**config.mk**
```make
export PLATFORM = sky130hd
export DESIGN_NAME = t08_mmio_bridge
export DESIGN_NICKNAME = d
export VERILOG_FILES = /design/src/rtl/t08_pkg.sv /design/src/rtl/t08_i2c_holdreg.sv /design/src/rtl/t08_mmio_bridge.sv
export SDC_FILE = /design/constraint.sdc
export NUM_CORES = 1
export LEC_CHECK = 0
export BUFFER_PORTS_ARGS = -buffer_cell sky130_fd_sc_hd__buf_2
export CORE_MARGIN = 2
export CORE_UTILIZATION = 35
export CTS_CLUSTER_SIZE = 40
export DETAILED_ROUTE_END_ITERATION = 12
export GPL_TIMING_DRIVEN = 0
export PLACE_DENSITY = 0.65
export SETUP_SLACK_MARGIN = 0.15
export SYNTH_ARGS = -nofsm -noshare
export SYNTH_HDL_FRONTEND = slang
export SYNTH_HIERARCHICAL = 1
export SYNTH_SLANG_ARGS = --single-unit
```
**constraint.sdc**
```tcl
create_clock -name clk -period 3 [get_ports clk]
set_input_delay 0.15 -clock clk [delete_from_list [all_inputs] [get_ports clk]]
set_output_delay 0.15 -clock clk [all_outputs]
set_load 0.01 [all_outputs]
```
**src/rtl/t08_pkg.sv**
```systemverilog
// Shared types and constants for the t08 MMIO bridge.
// Covers the FSM states, the default address map and the bus error word.
package t08_pkg;

  typedef enum logic [1:0] {
    IDLE     = 2'd0,
    BUS      = 2'd1,
    I2C_WAIT = 2'd2,
    RESP     = 2'd3
  } state_t;

  localparam logic [31:0] RAM_LIMIT_DEF = 32'd2048;
  localparam logic [31:0] I2C_ADDR_DEF  = 32'd923923;
  localparam logic [31:0] WB_BASE_DEF   = 32'h3300_0000;
  localparam int          TIMEOUT_DEF   = 255;
  localparam logic [31:0] ERR_WORD      = 32'hDEAD_BEEF;

  function automatic logic [31:0] word_align(input logic [31:0] addr);
    return {addr[31:2], 2'b00};
  endfunction

endpackage

```
**src/rtl/t08_i2c_holdreg.sv**
```systemverilog
// Holds the latest I2C sensor word and tracks whether it is still unread.
// A new pulse always wins over a read that consumes the held word.
module t08_i2c_holdreg (
  input  logic        clk,
  input  logic        nrst,
  input  logic        i2c_valid,
  input  logic [31:0] i2c_data,
  input  logic        take_held,
  input  logic        take_live,
  output logic [31:0] word,
  output logic        fresh
);

  logic [31:0] held_r;
  logic        fresh_r;

  // Load the holding register and update the fresh flag.
  always_ff @(posedge clk or negedge nrst) begin
    if (!nrst) begin
      held_r  <= 32'd0;
      fresh_r <= 1'b0;
    end else begin
      if (i2c_valid) begin
        held_r <= i2c_data;
      end
      // A waiting read consumes the very pulse it was waiting for.
      if (take_live) begin
        fresh_r <= 1'b0;
      end else if (i2c_valid) begin
        fresh_r <= 1'b1;
      end else if (take_held) begin
        fresh_r <= 1'b0;
      end
    end
  end

  assign word  = i2c_valid ? i2c_data : held_r;
  assign fresh = fresh_r;

endmodule

```
**src/rtl/t08_mmio_bridge.sv**
```systemverilog
// Bridges memory-handler requests to Wishbone memory or the I2C data register.
// Produces the busy/done/err handshake the handler uses to freeze the core.
module t08_mmio_bridge
  import t08_pkg::*;
#(
  parameter logic [31:0] RAM_LIMIT = RAM_LIMIT_DEF,
  parameter logic [31:0] I2C_ADDR  = I2C_ADDR_DEF,
  parameter logic [31:0] WB_BASE   = WB_BASE_DEF,
  parameter int          TIMEOUT   = TIMEOUT_DEF
) (
  input  logic        clk,
  input  logic        nrst,
  input  logic        req_read,
  input  logic        req_write,
  input  logic [31:0] req_addr,
  input  logic [31:0] req_wdata,
  output logic [31:0] rdata,
  output logic        busy,
  output logic        done,
  output logic        err,
  output logic        wb_cyc_o,
  output logic        wb_stb_o,
  output logic        wb_we_o,
  output logic [31:0] wb_adr_o,
  output logic [31:0] wb_dat_o,
  output logic [3:0]  wb_sel_o,
  input  logic [31:0] wb_dat_i,
  input  logic        wb_ack_i,
  input  logic [31:0] i2c_data,
  input  logic        i2c_valid
);

  localparam int               CNT_W       = $clog2(TIMEOUT + 1);
  localparam logic [CNT_W-1:0] TIMEOUT_CNT = CNT_W'(TIMEOUT);
  localparam logic [CNT_W-1:0] CNT_ONE     = CNT_W'(1);

  state_t           state_r;
  logic [CNT_W-1:0] cnt_r;
  logic [CNT_W-1:0] cnt_next_s;
  logic [31:0]      rdata_r;
  logic             done_r;
  logic             err_r;
  logic             cyc_r;
  logic             stb_r;
  logic             we_r;
  logic [31:0]      adr_r;
  logic [31:0]      dat_r;
  logic [3:0]       sel_r;
  logic             is_ram_s;
  logic             is_i2c_s;
  logic             take_held_s;
  logic             take_live_s;
  logic [31:0]      i2c_word_s;
  logic             fresh_s;

  t08_i2c_holdreg u_holdreg (
    .clk       (clk),
    .nrst      (nrst),
    .i2c_valid (i2c_valid),
    .i2c_data  (i2c_data),
    .take_held (take_held_s),
    .take_live (take_live_s),
    .word      (i2c_word_s),
    .fresh     (fresh_s)
  );

  // Address decode and holding-register consume strobes.
  always_comb begin
    is_ram_s    = (req_addr < RAM_LIMIT);
    is_i2c_s    = (req_addr == I2C_ADDR);
    cnt_next_s  = cnt_r + CNT_ONE;
    take_held_s = 1'b0;
    take_live_s = 1'b0;
    if ((state_r == IDLE) && req_read && !req_write && is_i2c_s && fresh_s) begin
      take_held_s = 1'b1;
    end else begin
      take_held_s = 1'b0;
    end
    if ((state_r == I2C_WAIT) && i2c_valid) begin
      take_live_s = 1'b1;
    end else begin
      take_live_s = 1'b0;
    end
  end

  // Access sequencer with registered bus and handshake outputs.
  always_ff @(posedge clk or negedge nrst) begin
    if (!nrst) begin
      state_r <= IDLE;
      cnt_r   <= '0;
      rdata_r <= 32'd0;
      done_r  <= 1'b0;
      err_r   <= 1'b0;
      cyc_r   <= 1'b0;
      stb_r   <= 1'b0;
      we_r    <= 1'b0;
      adr_r   <= 32'd0;
      dat_r   <= 32'd0;
      sel_r   <= 4'h0;
    end else begin
      sel_r  <= 4'hF;
      done_r <= 1'b0;
      err_r  <= 1'b0;
      case (state_r)
        IDLE: begin
          if (req_write) begin
            if (is_ram_s) begin
              adr_r   <= WB_BASE + word_align(req_addr);
              dat_r   <= req_wdata;
              we_r    <= 1'b1;
              cyc_r   <= 1'b1;
              stb_r   <= 1'b1;
              cnt_r   <= '0;
              state_r <= BUS;
            end else if (is_i2c_s) begin
              done_r  <= 1'b1;
              state_r <= RESP;
            end else begin
              done_r  <= 1'b1;
              err_r   <= 1'b1;
              state_r <= RESP;
            end
          end else if (req_read) begin
            if (is_ram_s) begin
              adr_r   <= WB_BASE + word_align(req_addr);
              we_r    <= 1'b0;
              cyc_r   <= 1'b1;
              stb_r   <= 1'b1;
              cnt_r   <= '0;
              state_r <= BUS;
            end else if (is_i2c_s) begin
              if (fresh_s) begin
                rdata_r <= i2c_word_s;
                done_r  <= 1'b1;
                state_r <= RESP;
              end else begin
                state_r <= I2C_WAIT;
              end
            end else begin
              rdata_r <= 32'd0;
              done_r  <= 1'b1;
              err_r   <= 1'b1;
              state_r <= RESP;
            end
          end
        end
        BUS: begin
          // An ack landing on the final counted cycle still completes normally.
          if (wb_ack_i) begin
            if (!we_r) begin
              rdata_r <= wb_dat_i;
            end
            cyc_r   <= 1'b0;
            stb_r   <= 1'b0;
            we_r    <= 1'b0;
            done_r  <= 1'b1;
            state_r <= RESP;
          end else if (cnt_next_s == TIMEOUT_CNT) begin
            if (!we_r) begin
              rdata_r <= ERR_WORD;
            end
            cnt_r   <= cnt_next_s;
            cyc_r   <= 1'b0;
            stb_r   <= 1'b0;
            we_r    <= 1'b0;
            done_r  <= 1'b1;
            err_r   <= 1'b1;
            state_r <= RESP;
          end else begin
            cnt_r <= cnt_next_s;
          end
        end
        I2C_WAIT: begin
          if (i2c_valid) begin
            rdata_r <= i2c_data;
            done_r  <= 1'b1;
            state_r <= RESP;
          end
        end
        RESP: begin
          state_r <= IDLE;
        end
        default: begin
          cyc_r   <= 1'b0;
          stb_r   <= 1'b0;
          we_r    <= 1'b0;
          state_r <= IDLE;
        end
      endcase
    end
  end

  // Busy must rise in the acceptance cycle, so it is decoded from the live request.
  assign busy = nrst & ((state_r == BUS) | (state_r == I2C_WAIT) |
                        ((state_r == IDLE) & (req_read | req_write)));

  assign rdata    = rdata_r;
  assign done     = done_r;
  assign err      = err_r;
  assign wb_cyc_o = cyc_r;
  assign wb_stb_o = stb_r;
  assign wb_we_o  = we_r;
  assign wb_adr_o = adr_r;
  assign wb_dat_o = dat_r;
  assign wb_sel_o = sel_r;

endmodule

```
# ---- Word-level counts from Yosys, hierarchy flattened
# Index checks and enable logic that the tools add are counted.
dict set report word_totals {
  ff_bits 145
  in_bits 134
  out_inout_bits 106
  word_cells 120
}
dict set report op_classes {
  addsub 2
  order_cmp 1
  eq_ne 15
  n_mux 66
  n_bitwise 5
  reduce_logical 18
}
# op n
set op_table {}
lappend op_table {{32-bit two-way mux} 14}
lappend op_table {{32-bit one-hot mux with 3 select lines} 1}
lappend op_table {{30-bit by 32-bit adder with 32-bit output (first input constant)} 1}
lappend op_table {{32-bit by 20-bit equality test with 1-bit output (second input constant)} 1}
lappend op_table {{32-bit by 12-bit < comparator with 1-bit output (second input constant)} 1}
lappend op_table {{1-bit two-way mux} 32}
lappend op_table {{8-bit two-way mux} 4}
lappend op_table {{2-bit two-way mux} 8}
lappend op_table {{8-bit one-hot mux with 2 select lines} 1}
lappend op_table {{2-bit != test (second input constant)} 7}
lappend op_table {{3-bit AND reduction} 4}
lappend op_table {{8-bit by 1-bit adder with 8-bit output (second input constant)} 1}
lappend op_table {{8-bit equality test (second input constant)} 1}
lappend op_table {{1-bit one-hot mux with 2 select lines} 4}
lappend op_table {{2-bit one-hot mux with 4 select lines} 1}
lappend op_table {{8-bit AND reduction} 1}
lappend op_table {{3-bit != test (second input constant)} 2}
lappend op_table {{3-bit nonzero test} 2}
lappend op_table {{1-bit logical AND} 5}
lappend op_table {{2-bit equality test (second input constant)} 2}
lappend op_table {{4-bit AND reduction} 1}
lappend op_table {{2-bit nonzero test} 2}
lappend op_table {{3-bit by 2-bit != test with 1-bit output (second input constant)} 1}
lappend op_table {{1-bit bitwise OR} 3}
lappend op_table {{6 further kinds} 7}

# ---- Longest topological paths before layout
# Gate-level depths: netlist of the first run.
dict set report depth {
  word_depth 9
  ltp_mapped 10
  mapped_depth_nobuf 8
}

# ---- Hierarchy
# The synthesis of the first run kept the hierarchy.
# mod n_inst cells_per_inst area_per_inst_um2
set modules_own_cells {}
lappend modules_own_cells {t08_mmio_bridge 1 482 5317.6}
lappend modules_own_cells {t08_i2c_holdreg 1 72 1381.3}

# ---- Worst setup path before layout of the first run
# Ideal clock, no wire load.
dict set report synth_timing {
  kind {flip-flop to flip-flop}
  startpoint {register cnt_r[0]}
  endpoint {register rdata_r[0], in the netlist rdata[0]}
  arrival_time_ns 2.293
  setup_slack_ns 0.582
  stages_incl_launch_ff 8
  path_cell_list {dfrtp_1 > ha_1 > xnor2_1 > or3_4 > or3_4 > o211ai_4 > buf_6 > mux2_4}
}
dict set report synth_via {
  elab_chain_len 4
}
# item line
set synth_rtl {}
lappend synth_rtl {{start, declared} t08_mmio_bridge.sv:38} ;# logic [CNT_W-1:0] cnt_r;
lappend synth_rtl {{start signal, assigned} t08_mmio_bridge.sv:162} ;# cnt_r <= cnt_next_s;
lappend synth_rtl {{start signal, assigned} t08_mmio_bridge.sv:170} ;# cnt_r <= cnt_next_s;
lappend synth_rtl {{8-bit by 1-bit adder with 8-bit output} t08_mmio_bridge.sv:71} ;# cnt_next_s = cnt_r + CNT_ONE;
lappend synth_rtl {{8-bit equality test} t08_mmio_bridge.sv:158} ;# end else if (cnt_next_s == TIMEOUT_CNT) begin
lappend synth_rtl {{3-bit != test (no source line)} n/a}
lappend synth_rtl {{8-bit AND reduction (no source line)} n/a}
lappend synth_rtl {{end signal, assigned} t08_mmio_bridge.sv:133} ;# rdata_r <= i2c_word_s;
lappend synth_rtl {{end signal, assigned} t08_mmio_bridge.sv:151} ;# rdata_r <= wb_dat_i;
lappend synth_rtl {{end signal, assigned} t08_mmio_bridge.sv:175} ;# rdata_r <= i2c_data;
lappend synth_rtl {{end, declared} t08_mmio_bridge.sv:40} ;# logic [31:0] rdata_r;
# No other way between the ends.
# A chain may end at the register's enable or synchronous reset.

# ---- Worst setup path in the final report of the first run
dict set report layout_timing {
  startpoint {register cnt_r[0]}
  endpoint {register rdata_r[29], in the netlist rdata[29]}
}
# Same word-level chain as after synthesis.

==> flow_summary.yaml, run 1 <==
route:
  first_iter_violations: 229
  first_pass_iters: 4
  vias: 5485
  drt-total-wl_microns: 18400
  drtAntennaViolNets: 0
  routedWlPerCell_microns: 16.2
  viasPerCell: 4.84
  drc_errors: 0
final_layout:
  layout_common_cells: "buf_2, dfrtp_1, dlygate4sd3_1, nand2_1, mux2_4"
  layout-drive-gt1-share_pct: 43.5
  finalNetCount: 1027
  syn2layout_area_growth_pct: 43.1
  final_area_sq_mm: 0.00959
  layout_commonest_cell: "buf_2"
  final_util_pct: 51.1
  fin_cells: 1133
  fill_cells: 1703
cts:
  h-tree-depth: 4
  clockBufferDepth: 2
  numCtsBuffers: 17
  cts-root-buf: "clkbuf_16"
  cts_sinks: 142
  insertion_delay_ns: 0.41
  cts_tree: "done"
  clk_pin_slew_ns: 0.06
power_and_ir_drop:
  power_density_mw_per_mm2: 820
  p_leak_nw: 5.01
  vdd_drop_max_uv: 409
yosys:
  yosysSeqAreaShare_pct: 53.0
  avgSynthCellArea_sq_um: 12.1
  yosysTopAreaCell: "dfrtp_1"
  syn_inst: 554
  ys_ff_latch: 142
  syn_area_sq_mm: 0.00670
  ys.warnings.count: 6
  synth_top_area_share_pct: 53.0
  synth.distinct_cells: 43
  synth.area.top_cells: "dfrtp_1, mux2_4, mux2_2"
timing:
  slew_headroom_pct: 44.9
  setup_viol: 0
  slew_viol_final: 0
  max_freq_mhz: 382
  rsz0062_at_grt: "no"
  skew_ns: 0.00624
  fin_crit_ns: 2.62
  tightestPinTransition_ns: 0.827
  finalHoldViolations: 0
  fin_crit_sh_pct: 87.3
worst_setup_path:
  slowest_stage: "dfrtp_1"
  rrSetupSlack_ns: 0.38
  startpoint_type: "flip-flop"
  required_ns: 3.30
  worstPathCellList: "ha_1 -> xnor2_1 -> or3_4 -> or3_4 -> o211ai_4 -> buf_6 -> mux2_4"
  cp_top_family: "simple AND/OR/NAND/NOR gates"
  cp_max_fo: 10
  arrival_ns: 2.92
  worstRegToRegCells: 7
  worstSetupPathType: "reg -> reg"
  endpoint_kind: "flip-flop"
  critical_path.most_common_cell: "or3_4"
  r2r-end: "rdata[29]"
  path_buf_inv: 1
  timing.rr.start: "cnt_r[0]"
  slowest_delay_ns: 0.42
global_route:
  grt_pass1_vias: 5495
  grt_use_total_pct: 18.2
  grt_overflow: 0
  grt_pass1_wl_microns: 28800
  grt_antenna_before_repair: 3
  grt_max_degree: 89
floorplanning:
  dieHeight_microns: 142
  start_util_pct: 35.7
  core-area_sq_mm: 0.0188
  die-area_sq_mm: 0.0203
  io_pins: 240
  rows: 50
  die_w_microns: 142
hold_path:
  min_path_cells: 2
  worstHoldStart: "i2c_data[7]"
  holdPathEnd: "u_holdreg/held_r[7]"
  min_path_type: "in -> reg"
place:
  portBuffers: 237
  gp_congestion: 0.818
  placedCellCount: 1027
  post_dp_cell_area_sq_mm: 0.00822
  dp_hpwl_microns: 12900
job:
  cap_violations: 0
outcome:
  status: "finished clean"
state kept, by name, indices dropped and copies added, names as in the netlist:
register	count
wb_we_o	1
wb_adr_o	30
u_holdreg/fresh	1
state_r	2
u_holdreg/held_r	32
err	1
rdata	32
cnt_r	8
done	1
wb_stb_o	1
wb_dat_o	32
wb_sel_o	1
synthesized netlist by cell type:
cell type  number
a22o_1          8
and2_1          3
nand4_1         2
nand2_1        63
a22oi_1        24
o2bb2ai_1       1
mux2_4         59
nor2_1         14
buf_6           4
or2_2           2
mux2_2         39
o211ai_1        1
or3_4           2
dfrtp_1       142
o41ai_1         1
and4b_1         1
clkbuf_1       27
a211o_1         1
a2bb2oi_1       1
a31oi_1         3
o31ai_1         1
o31ai_2         1
o21a_1          1
buf_4           6
xor2_1          3
a21oi_1        54
nand2b_1        3
and4_1          2
conb_1          2
nor4_1          2
inv_1           8
o31a_1          1
o21ai_0        23
nor4b_1         3
ha_1            8
o32ai_1         1
nor2b_1        19
nor3_1          4
xnor2_1         3
buf_12          3
o211ai_4        1
nand3_1         6
and3_1          1
how the worst max path moves through the flow:
stage,from,to,cells after the start
after detailed placement,req_addr[24],wb_dat_o[16],9
after CTS,req_addr[24],wb_dat_o[18],10
after floorplan,cnt_r[0],rdata[0],7
after global placement,nrst,wb_adr_o[14],1
after global routing,state_r[1],wb_adr_o[5],9
final,cnt_r[0],rdata[29],7
worst register-to-register path, delay by kind of cell (launching register included):
| kind | cells | cell delay, ns |
|---|---|---|
| buf+inv | 1 | 0.24 |
| flops | 1 | 0.42 |
| fa+ha+maj | 1 | 0.27 |
| simple gates | 2 | 0.78 |
| mux | 1 | 0.32 |
| compound gates | 1 | 0.32 |
| xor+xnor | 1 | 0.14 |
per-stage QoR:
| stage | setup TNS [ns] | setup WS (ns) | hold WS [ns] | power, mW |
|---|---|---|---|---|
| after floorplan | 0 | 0.582 | -0.146 | 4.70 |
| after global placement | -47.74 | -0.349 | 0.362 | 5.53 |
| after detailed placement | 0 | 0.310 | 0.297 | 5.59 |
| after CTS | 0 | 0.177 | 0.00658 | 7.93 |
| after global routing | 0 | 0.178 | 0.00451 | 8.34 |
| final | 0 | 0.382 | 0.0286 | 7.87 |
what timing repair did:
item,CTS,global route
hold buffers,72,0
setup endpoints to repair,0,66
buffers inserted,0,1
gates resized for setup,0,9
endpoints found under the hold margin,158,0
where the power goes:
| part | internal (mW) | switching (mW) |
|---|---|---|
| combinational | 1.60 | 1.67 |
| sequential | 2.21 | 0.161 |
| clock | 1.42 | 0.803 |
cell families (layout without fill, tap and decap cells):
group	count (synthesis)	count (layout)	share of synthesized area, %
mux	98	98	19.8
simple gates	127	127	9.19
other cells	2	4	0.112
fa+ha+maj	8	8	1.49
flops	142	142	53.0
xor+xnor	6	6	0.785
buf+inv	48	391	4.20
compound gates	123	123	11.4
routing by layer:
metal  share of wire [%]  vias to the layer above  routed length [microns]  GRT usage, %
met5                0.13                        -                       24             0
met4                 1.4                        4                      264          5.52
met3                 7.1                       25                     1300          5.85
met2                  48                      197                     8840          28.9
met1                  43                     2644                     7980          23.7
li1                    -                     2615                        -             -
area by class of cell:
type / count / area [sq um] / share of cell area, %
flip-flops and latches: 142 / 3550 / 37.1
multi-input cells: 365 / 2880 / 30.0
repair buffers: 311 / 1950 / 20.3
clock buffers: 24 / 502 / 5.23
well taps: 234 / 293 / 3.05
plain buffers: 40 / 255 / 2.66
clock inverters: 8 / 128 / 1.33
inverters: 8 / 30.0 / 0.313
diodes: 1 / 2.50 / 0.0261
No activity file was read; power rests on OpenSTA's default activity.
==> run 2: changes to the inputs <==
--- a/config.mk
+++ b/config.mk
@@ -5,15 +5,16 @@
 export SDC_FILE = /design/constraint.sdc
 export NUM_CORES = 1
 export LEC_CHECK = 0
-export BUFFER_PORTS_ARGS = -buffer_cell sky130_fd_sc_hd__buf_2
 export CORE_MARGIN = 2
 export CORE_UTILIZATION = 35
-export CTS_CLUSTER_SIZE = 40
+export CTS_CLUSTER_SIZE = 14
 export DETAILED_ROUTE_END_ITERATION = 12
+export DONT_BUFFER_PORTS = 1
 export GPL_TIMING_DRIVEN = 0
-export PLACE_DENSITY = 0.65
+export PLACE_DENSITY = 0.54
 export SETUP_SLACK_MARGIN = 0.15
 export SYNTH_ARGS = -nofsm -noshare
 export SYNTH_HDL_FRONTEND = slang
 export SYNTH_HIERARCHICAL = 1
 export SYNTH_SLANG_ARGS = --single-unit
+export TNS_END_PERCENT = 5
==> run 2 against run 1 <==
Effect of this change:
- the flow now finishes with violations (negative hold slack)
- final cell count is 21% lower
- sequential share of layout area is 5.4 points higher
- critical endpoint is now rdata[27]
- maximum frequency is 2.6% lower
- setup slack worse by 0.069 ns
- cell area is 13% lower
- hold slack worse by 0.61 ns
- sequential power is 5% higher
- clock skew hardly changed
- combinational power is 11% lower
- utilization is 6.5 points lower
- largest power group unchanged
==> flow_summary.yaml, run 2 (synthesis gave the netlist of run 1 again) <==
cts:
  ctsHoldBuffers: 75
  cts-root-buf: "clkbuf_16"
  cts_tree: "done"
  cts_post_setup_buffers_inserted: 0
  insertion_delay_ns: 0.42
  clockBufferDepth: 2
  cts_sinks: 142
  clk_pin_slew_ns: 0.07
  numCtsBuffers: 17
  h-tree-depth: 4
global_route:
  grt_pass1_wl_microns: 27400
  grt_use_total_pct: 17.8
  grt_max_degree: 144
  grt_overflow: 0
  grt_antenna_before_repair: 0
  grt_pass1_vias: 5035
power_and_ir_drop:
  power_frac_seq_pct: 32.8
  p_sw_mw: 2.65
  p_int_mw: 4.98
  vdd_drop_max_uv: 510
  design_power_total_mw: 7.63
  p_sw_share_pct: 34.8
  p_leak_nw: 3.92
  power_density_mw_per_mm2: 911
  clock_power_share_pct: 29.1
  comb_power_share_pct: 38.2
outcome:
  violations: "negative hold slack"
  status: "finished with violations"
place:
  dp_slack_ns: 0.296
  gp_congestion: 0.781
  dp_hpwl_microns: 12000
  portBuffers: 0
final_layout:
  layout-drive-gt1-share_pct: 22.8
  fill_cells: 1761
  diodes: 0
  syn2layout_area_growth_pct: 25.0
  layout_common_cells: "dfrtp_1, dlygate4sd3_1, nand2_1, mux2_4, a21oi_1"
  final_util_pct: 44.6
  finalNetCount: 791
  layout_commonest_cell: "dfrtp_1"
worst_setup_path:
  required_ns: 3.30
  cp_max_fo: 10
  slowest_stage: "clkbuf_1"
  endpoint_kind: "flip-flop"
  cp_top_family: "buffers and inverters"
  critical_path.most_common_cell: "clkbuf_1"
  worstSetupPathType: "reg -> reg"
  path_buf_inv: 4
  worstPathCellList: "inv_1 -> ha_1 -> clkbuf_1 -> and2_1 -> clkbuf_1 -> clkbuf_1 -> a21oi_1 -> mux2_4"
  slowest_delay_ns: 0.49
  arrival_ns: 2.98
  startpoint_type: "flip-flop"
timing:
  slew_headroom_pct: 55.0
  hold_ws_ns: -0.581
  rsz0062_at_grt: "yes"
  slew_viol_final: 0
  fin_crit_ns: 2.69
  fin_crit_sh_pct: 89.6
  tns_ns: 0
  timing.final.ws_setup_ns: 0.313
  tightestPinTransition_ns: 0.676
  setup_viol: 0
  skew_ns: 0.00673
  max_freq_mhz: 372
  finalHoldViolations: 142
route:
  first_pass_iters: 4
  first_iter_violations: 192
  drt-total-wl_microns: 17700
  drtAntennaViolNets: 0
  drc_errors: 0
  routedWlPerCell_microns: 19.7
  vias: 4623
  viasPerCell: 5.16
job:
  cap_violations: 0
floorplanning:
  die_w_microns: 142
  rows: 50
  io_pins: 240
  start_util_pct: 35.7
  die-area_sq_mm: 0.0203
  dieHeight_microns: 142
  core-area_sq_mm: 0.0188
hold_path:
  min_path_type: "in -> async"
-- run 2: changes by cell type in the layout (fill, tap and decap cells not counted), moves of 3 or more --
cell / previous run / this run
buf_2: 236 / 0
dlygate4sd3_1: 72 / 75
clkinv_4: 1 / 5
clkbuf_8: 5 / 1
clkbuf_2: 3 / 0
inv_6: 1 / 4
-- run 2: metrics by stage --
stage / instances / cell area, sq um
6_report: 896 / 8370
3_5_place_dp: 789 / 7000
3_3_place_gp: 789 / 7000
2_1_floorplan: 555 / 6700
4_1_cts: 896 / 8370
5_1_grt: 896 / 8370
-- run 2: path summary, 6_finish.rpt --
kind | startpoint | slack, ns | cells after the start | to
max | state_r[0] | 0.31 | 8 | rdata[27]
min | nrst | -0.58 | 0 | rdata[12]
max reg2reg | state_r[0] | 0.31 | 8 | rdata[27]
min reg2reg | u_holdreg/held_r[20] | 0.49 | 1 | u_holdreg/held_r[20]
max in group asynchronous | nrst | 3.41 | 0 | wb_dat_o[17]
min in group clk | req_addr[25] | 0.03 | 3 | wb_adr_o[25]
-- run 2: layer usage --
layer | up-vias | share of wire [%] | GRT usage (%) | wire [microns]
li1 | 2138 | - | - | -
met1 | 2270 | 41 | 21.6 | 7200
met2 | 194 | 49 | 28.9 | 8590
met3 | 21 | 9.0 | 6.70 | 1600
met4 | 0 | 1.6 | 6.31 | 275
met5 | - | 0 | 0 | 0
-- run 2: layout make-up --
cell class / count / area [sq um] / share of cell area, %
clock buffer: 18 / 439 / 5.25
inverter: 8 / 30.0 / 0.359
clock inverter: 14 / 181 / 2.17
buffer: 40 / 251 / 3.00
sequential: 142 / 3550 / 42.4
timing repair buffer: 75 / 751 / 8.97
multi-input combinational: 365 / 2870 / 34.3
tap: 234 / 293 / 3.50
-- run 2: timing repair --
item | in CTS | in global routing
endpoints found under the setup margin | 0 | 69
resized for setup | 0 | 2
hold endpoints to repair | 219 | 142
-- run 2: power by group through the flow --
stage               clock network [mW]  registers (mW)  logic [mW]
floorplan                            0            2.46        2.24
global placement                     0            2.52        2.78
detailed placement                   0            2.53        2.84
CTS                               2.27            2.50        2.93
global route                      2.36            2.53        3.18
finish                            2.22            2.50        2.91
